<file path="config.mk">
export PLATFORM = sky130hd
export DESIGN_NAME = mem_stage_ctrl
export DESIGN_NICKNAME = d
export VERILOG_FILES = /design/src/rtl/mem_stage_ctrl.sv
export SDC_FILE = /design/constraint.sdc
export NUM_CORES = 1
export LEC_CHECK = 0
export BUFFER_PORTS_ARGS = -buffer_cell sky130_fd_sc_hd__buf_4
export CAP_MARGIN = 10
export CORE_UTILIZATION = 53
export CTS_BUF_LIST = sky130_fd_sc_hd__clkbuf_4
export DETAILED_ROUTE_END_ITERATION = 8
export GPL_TIMING_DRIVEN = 0
export PLACE_DENSITY = 0.88
export SYNTH_ARGS = -nofsm -noshare
export SYNTH_HDL_FRONTEND = slang
export SYNTH_SLANG_ARGS = --single-unit
</file>
<file path="constraint.sdc">
create_clock -name clk -period 2.9 [get_ports clk]
set_input_delay 0.58 -clock clk [delete_from_list [all_inputs] [get_ports clk]]
set_output_delay 0.58 -clock clk [all_outputs]
set_load 0.02 [all_outputs]
</file>
<file path="src/rtl/mem_stage_ctrl.sv">
// MEM-stage sequencer: holds the pipeline while a variable-latency data access
// is outstanding, then releases the result into MEM/WB for one cycle.
// state  | meaning
// S_IDLE | no access in flight; non-memory ops pass straight through
// S_WAIT | dmem_req high, waiting for dmem_ready or timeout
// S_RESP | one-cycle release of the completed access into MEM/WB
module mem_stage_ctrl #(
  parameter int TIMEOUT = 16,
  parameter int CNT_W   = 5
) (
  input  logic        clk,
  input  logic        reset_n,
  input  logic        ex_mem_valid,
  input  logic        mem_read,
  input  logic        mem_write,
  input  logic [31:0] addr_in,
  input  logic [31:0] wdata_in,
  input  logic [1:0]  control_wb_in,
  input  logic [4:0]  write_reg_in,
  output logic        dmem_req,
  output logic        dmem_we,
  output logic [31:0] dmem_addr,
  output logic [31:0] dmem_wdata,
  input  logic        dmem_ready,
  input  logic [31:0] dmem_rdata,
  output logic        stall,
  output logic [1:0]  control_wb_out,
  output logic [31:0] read_data_out,
  output logic [31:0] alu_result_out,
  output logic [4:0]  write_reg_out,
  output logic        bus_error,
  output logic [31:0] err_addr
);

  typedef enum logic [1:0] {S_IDLE, S_WAIT, S_RESP} state_t;

  state_t             state_q, state_d;
  logic               req_q, req_d;
  logic               we_q, we_d;
  logic [31:0]        addr_q, addr_d;
  logic [31:0]        wdata_q, wdata_d;
  logic [1:0]         ctrl_q, ctrl_d;
  logic [4:0]         reg_q, reg_d;
  logic [31:0]        rdata_q, rdata_d;
  logic [CNT_W-1:0]   cnt_q, cnt_d;
  logic               err_q, err_d;
  logic [31:0]        err_addr_q, err_addr_d;
  logic               is_mem;

  assign is_mem = ex_mem_valid & (mem_read | mem_write);

  always_comb begin
    state_d    = state_q;
    req_d      = req_q;
    we_d       = we_q;
    addr_d     = addr_q;
    wdata_d    = wdata_q;
    ctrl_d     = ctrl_q;
    reg_d      = reg_q;
    rdata_d    = rdata_q;
    cnt_d      = cnt_q;
    err_d      = err_q;
    err_addr_d = err_addr_q;
    case (state_q)
      S_IDLE: begin
        if (is_mem) begin
          req_d   = 1'b1;
          we_d    = mem_write;
          addr_d  = addr_in;
          wdata_d = wdata_in;
          ctrl_d  = control_wb_in;
          reg_d   = write_reg_in;
          cnt_d   = '0;
          state_d = S_WAIT;
        end
      end
      S_WAIT: begin
        // A response in the final allowed cycle still wins over the timeout.
        if (dmem_ready) begin
          rdata_d = we_q ? 32'h0 : dmem_rdata;
          req_d   = 1'b0;
          we_d    = 1'b0;
          state_d = S_RESP;
        end else if (cnt_q == CNT_W'(TIMEOUT - 1)) begin
          rdata_d    = 32'h0;
          req_d      = 1'b0;
          we_d       = 1'b0;
          err_d      = 1'b1;
          err_addr_d = addr_q;
          state_d    = S_RESP;
        end else begin
          cnt_d = cnt_q + 1'b1;
        end
      end
      S_RESP: begin
        err_d   = 1'b0;
        state_d = S_IDLE;
      end
      default: state_d = S_IDLE;
    endcase
  end

  always_ff @(posedge clk or negedge reset_n) begin
    if (!reset_n) begin
      state_q    <= S_IDLE;
      req_q      <= 1'b0;
      we_q       <= 1'b0;
      addr_q     <= '0;
      wdata_q    <= '0;
      ctrl_q     <= '0;
      reg_q      <= '0;
      rdata_q    <= '0;
      cnt_q      <= '0;
      err_q      <= 1'b0;
      err_addr_q <= '0;
    end else begin
      state_q    <= state_d;
      req_q      <= req_d;
      we_q       <= we_d;
      addr_q     <= addr_d;
      wdata_q    <= wdata_d;
      ctrl_q     <= ctrl_d;
      reg_q      <= reg_d;
      rdata_q    <= rdata_d;
      cnt_q      <= cnt_d;
      err_q      <= err_d;
      err_addr_q <= err_addr_d;
    end
  end

  assign dmem_req   = req_q;
  assign dmem_we    = we_q;
  assign dmem_addr  = addr_q;
  assign dmem_wdata = wdata_q;
  assign err_addr   = err_addr_q;

  // Gated by reset_n so the pipeline is never frozen while in reset.
  always_comb begin
    stall          = 1'b0;
    control_wb_out = 2'b00;
    read_data_out  = 32'h0;
    alu_result_out = addr_in;
    write_reg_out  = write_reg_in;
    bus_error      = 1'b0;
    if (reset_n) begin
      case (state_q)
        S_IDLE: begin
          stall = is_mem;
          if (ex_mem_valid && !is_mem) control_wb_out = control_wb_in;
        end
        S_WAIT: begin
          stall          = 1'b1;
          alu_result_out = addr_q;
          write_reg_out  = reg_q;
        end
        S_RESP: begin
          alu_result_out = addr_q;
          write_reg_out  = reg_q;
          read_data_out  = rdata_q;
          control_wb_out = err_q ? 2'b00 : ctrl_q;
          bus_error      = err_q;
        end
        default: ;
      endcase
    end
  end

endmodule

</file>
# Yosys cells after proc, flatten, opt, wreduce, memory -nomap -nowiden
# Index checks and enable logic that the tools add are counted.
# word_totals
reg_bits	145
input_bits	109
# op_classes
n_addsub	1
n_eq_ne	8
n_mux	34
bitwise	3
n_reduce_logical	14
# op_table
cell	count
2-to-1 mux 32 bit	7
2-to-1 mux 5 bit	5
2-to-1 mux 2 bit	6
one-hot mux 5 bit (2 select lines)	1
2-to-1 mux 1 bit	9
AND reduction 3 bit	3
!= test 2 bit (second input constant)	4
one-hot mux 1 bit (2 select lines)	4
one-hot mux 2 bit (2 select lines)	2
AND reduction 2 bit	3
nonzero test 2 bit	3
adder 5 x 1 -> 5 bit (second input constant)	1
equality test 5 x 4 -> 1 bit (second input constant)	1
AND reduction 4 bit	1
!= test 3 bit (second input constant)	1
equality test 2 x 1 -> 1 bit (second input constant)	1
equality test 2 bit (second input constant)	1
zero test 2 bit	1
OR reduction 2 bit	1
bitwise AND 1 bit	1
logical AND 1 bit	1
zero test 1 bit	1
inverter 1 bit	1
bitwise OR 1 bit	1

# Longest topological paths before layout
# depth
word_depth	7
depth_mapped	8
depth_no_buf	6

# Worst setup path before layout
# OpenSTA, ideal clock, no wires.
# synth_path
kind	flip-flop to output port
from	register state_q[0]
to	output port stall
arrival_time_ns	1.580
setup_slack_ns	0.740
path_stages_with_launch	7
n_path_buf	2
path_cell_list	dfrtp_1 -> inv_1 -> ha_1 -> o211ai_1 -> buf_2 -> buf_4 -> a21boi_0
# synth_via
elab_chain_len	3
elab_cells_between_ends	4
classes_between	eq/ne: 1; mux: 2; reduce/logical: 1
# synth_lines
item	line_no	source
start: declaration	37	state_t state_q, state_d;
start signal: assignment	117	state_q <= state_d;
equality test 2 x 1 -> 1 bit / zero test 2 bit (equally long branches)	146	case (state_q)
one-hot mux 1 bit (2 select lines) *	146	
2-to-1 mux 1 bit *	145	if (reset_n) begin
end: declaration	26	output logic stall,
# Mark *: on every way between the ends. The rest lies on a longest branch, timed or not.

# Worst setup path in the final report
# layout_path
from	register state_q[0]
to	output port alu_result_out[21]
# layout_via
elab_chain_len	4
elab_cells_between_ends	5
classes_between	eq/ne: 2; mux: 2; reduce/logical: 1
# layout_lines
item	line_no	source
equality test 2 bit / equality test 2 x 1 -> 1 bit (equally long branches)	146	
OR reduction 2 bit (no line) *	--	
2-to-1 mux 32 bit *	146	
2-to-1 mux 32 bit *	145	
end: declaration	29	output logic [31:0] alu_result_out,
# Marks and branches as above.

==> impl_metrics.csv <==
group,metric,value,unit
run_status,outcome,"finished, violations left",
run_status,violations,"design-rule violations",
sta,finalHoldViolations,0,
place,dp_hpwl,12800,µm
layout,drive_gt1_share,60.2,%
yosys,ys_top_cells_by_area,"dfrtp_1 (57%), mux2_2 (24%), and3_1 (3.6%), a22o_1 (2.2%), nand2_1 (2.1%)",
clock_network,clock_path_buffers,2,
yosys,yosysMostFrequentCell,"dfrtp_1",
sta,worst_slack,0.0896,ns
place,portBuffers,279,
yosys,yosys-top-cells-count,"dfrtp_1 (145), mux2_2 (137), and3_1 (37), nand2_1 (35), o21ai_0 (19)",
clock_network,path_clk_slew,0.12,ns
worst_setup_path,cp_slowest_stage_delay,0.39,ns
routing,drtIter0Drc,329,
worst_setup_path,cp-start-kind,"register",
clock_network,root_buffer,"clkbuf_4",
routing,top_layer_used,"met4",
worst_setup_path,r2r_cells,8,
yosys,ys_seq_elements,145,
global_routing,grtUsageTotal,29.2,%
power,power,8970,µW
die,dieArea,0.0125,mm²
routing,detailroute.wirelength.met3,1080,µm
yosys,netlist_area,0.00639,mm²
power,ir_drop,0.000635,V
place,dpl-instance-area,0.00869,mm²
global_routing,grt_pass1_vias,5367,
yosys,syn_inst,478,
worst_setup_path,critical_path_class,"reg -> out",
global_routing,grt_start_max_net_pins,55,
yosys,ys_warn_count,0,
global_routing,grt.overflow.total,0,
die,num_io_pins,280,
worst_setup_path,reg2reg_to,"rdata_q[10]",
routing,drt_pass1_iterations,7,
layout,area_delta_synth_final,43.8,%
sta,finalHoldWorstSlack,0.0830,ns
layout,nets,899,
worst_setup_path,crit_path_max_fanout,10,
sta,setup_violations,0,
worst_setup_path,cp.arrival,2.23,ns
layout,fin_area,0.00919,mm²
sta,finClkSkew,0.0154,ns
die,fp-row-count,39,
place,preCtsSetupSlack,-0.505,ns
power,p_per_area,976,mW/mm²
die,initial_utilization,55.2,%
yosys,avgSynthCellArea,13.4,µm²
yosys,syn-num-nets,592,
worst_setup_path,path_cells,"inv_1 > ha_1 > nand2_4 > buf_6 > mux2_2 > buf_4",
yosys,synth_edf_count,0,
worst_hold_path,hp-class,"in -> async",
sta,min_period,2.81,ns
yosys,synth.distinct_cells,36,
routing,wl_per_cell,19.0,µm
clock_network,cts_tree,"done",
routing,met1_length,6710,µm
global_routing,grt_pass1_wl,27800,µm
sta,tightest_slew,0.720,ns
power,leakagePower,0.00476,µW
routing,routed_wl,17800,µm
yosys,yosysTopAreaCell,"dfrtp_1",
routing,drcViolationCount,19,
sta,rsz0062_at_grt,"yes",
worst_setup_path,crit_required,2.32,ns
routing,ant_nets,0,
clock_network,cts.sinks,145,
sta,fmax,356,MHz
sta,fin_crit_sh,96.9,%
die,core,0.0116,mm²
layout,utilization,79.4,%
layout,num-fill-cells,712,
worst_setup_path,r2r_start,"cnt_q[0]",
clock_network,cts_made_buffers,17,
worst_setup_path,slowest_stage,"dfrtp_1",
clock_network,h-tree-depth,4,
global_routing,grt_antenna_before_repair,0,
yosys,ys_seq_area_share,56.8,%
worst_setup_path,rrSetupSlack,0.77,ns
worst_setup_path,end_kind,"primary output",
sta,slew_viol_final,0,
routing,num_vias,5145,
flow_run,drv_cap,0,
die,die_h,112,µm
layout,antenna_cells,0,
routing,vias_per_cell,5.47,
place,gp_congestion,0.791,
yosys,synth-async-reset-ratio,100,%
die,die_w,112,µm
yosys,synth.top_cell.area_share,56.8,%
routing,met2RoutedLength,9520,µm
clock_network,clk_latency,0.55,ns
sta,slew_headroom,51.5,%
yosys,ys.flop_type,"dfrtp_1",
-- metrics by stage --
step	TNS (ns)	cells
floorplan	0	478
global placement	-59.63	900
detailed placement	-20.90	901
CTS	-0.201	937
global route	-0.0897	941
finish	0	941
-- registers in the layout, indices dropped and copies added, names as in the netlist --
| signal | cells |
|---|---|
| state_q | 2 |
| cnt_q | 5 |
| ctrl_q | 2 |
| err_addr | 32 |
| dmem_we | 1 |
| dmem_wdata | 32 |
| dmem_req | 1 |
| rdata_q | 32 |
| err_q | 1 |
| dmem_addr | 32 |
| reg_q | 5 |
-- power breakdown --
part           internal (µW)  switching [µW]  leakage, µW
clock                    690             697     0.000169
combinational           2110            2180      0.00276
sequential              2750             538      0.00183
total                   5550            3420      0.00476
-- layer usage --
layer	global-route usage [%]	vias to the layer above
li1	-	2325
met2	51.9	218
met4	13.8	0
met3	7.62	47
met1	32.6	2555
met5	0	-
-- placed cells by master (no fill, tap or decap), types with 5 or more instances in the layout --
master	instances
dfrtp_1	145
inv_1	11
buf_4	288
clkbuf_4	19
buf_6	10
buf_2	6
clkbuf_1	10
a22o_1	16
mux2_2	137
and3_1	37
o21ai_0	19
nand2_1	35
ha_1	5
-- cell type report --
cell class                 instances  area (µm²)  share of cell area [%]
buffer                            32         225                    2.45
timing repair buffer             288        2280                    24.8
tap                              143         179                    1.95
multi-input combinational        290        2520                    27.5
clock buffer                      19         143                    1.55
inverter                          11        41.3                   0.449
clock inverter                    13         168                    1.83
sequential                       145        3630                    39.5
-- critical path: cells and delay by family (launching register included) --
| family | cells | cell delay, ns |
|---|---|---|
| flops | 1 | 0.39 |
| mux | 1 | 0.35 |
| fa+ha+maj | 1 | 0.33 |
| buf+inv | 3 | 0.43 |
| simple gates | 1 | 0.17 |
-- cell families after synthesis --
kind of cell | after synthesis | synth area share, %
buf+inv | 43 | 3.78
fa+ha+maj | 5 | 0.979
mux | 141 | 24.9
compound gates | 55 | 5.99
simple gates | 89 | 7.58
flops | 145 | 56.8
-- what timing repair did --
item / in CTS / in global routing
pin swaps: 1 / 1
resized for setup: 6 / 7
endpoints found under the setup margin: 67 / 31
hold endpoints to repair: 54 / 0
hold buffers: 3 / 0
gates cloned: 1 / 0
buffers inserted: 0 / 4
-- how the worst max path moves through the flow --
| stage | start | endpoint | slack, ns | cells after the start |
|---|---|---|---|---|
| global route | state_q[0] | alu_result_out[27] | -0.009 | 6 |
| floorplan | state_q[0] | stall | 0.74 | 6 |
| detailed placement | reset_n | alu_result_out[7] | -0.50 | 7 |
| finish | state_q[0] | alu_result_out[21] | 0.09 | 6 |
| CTS | state_q[0] | alu_result_out[7] | -0.02 | 6 |
| global placement | reset_n | alu_result_out[2] | -1.05 | 6 |
(Power assumes the default switching activity.)
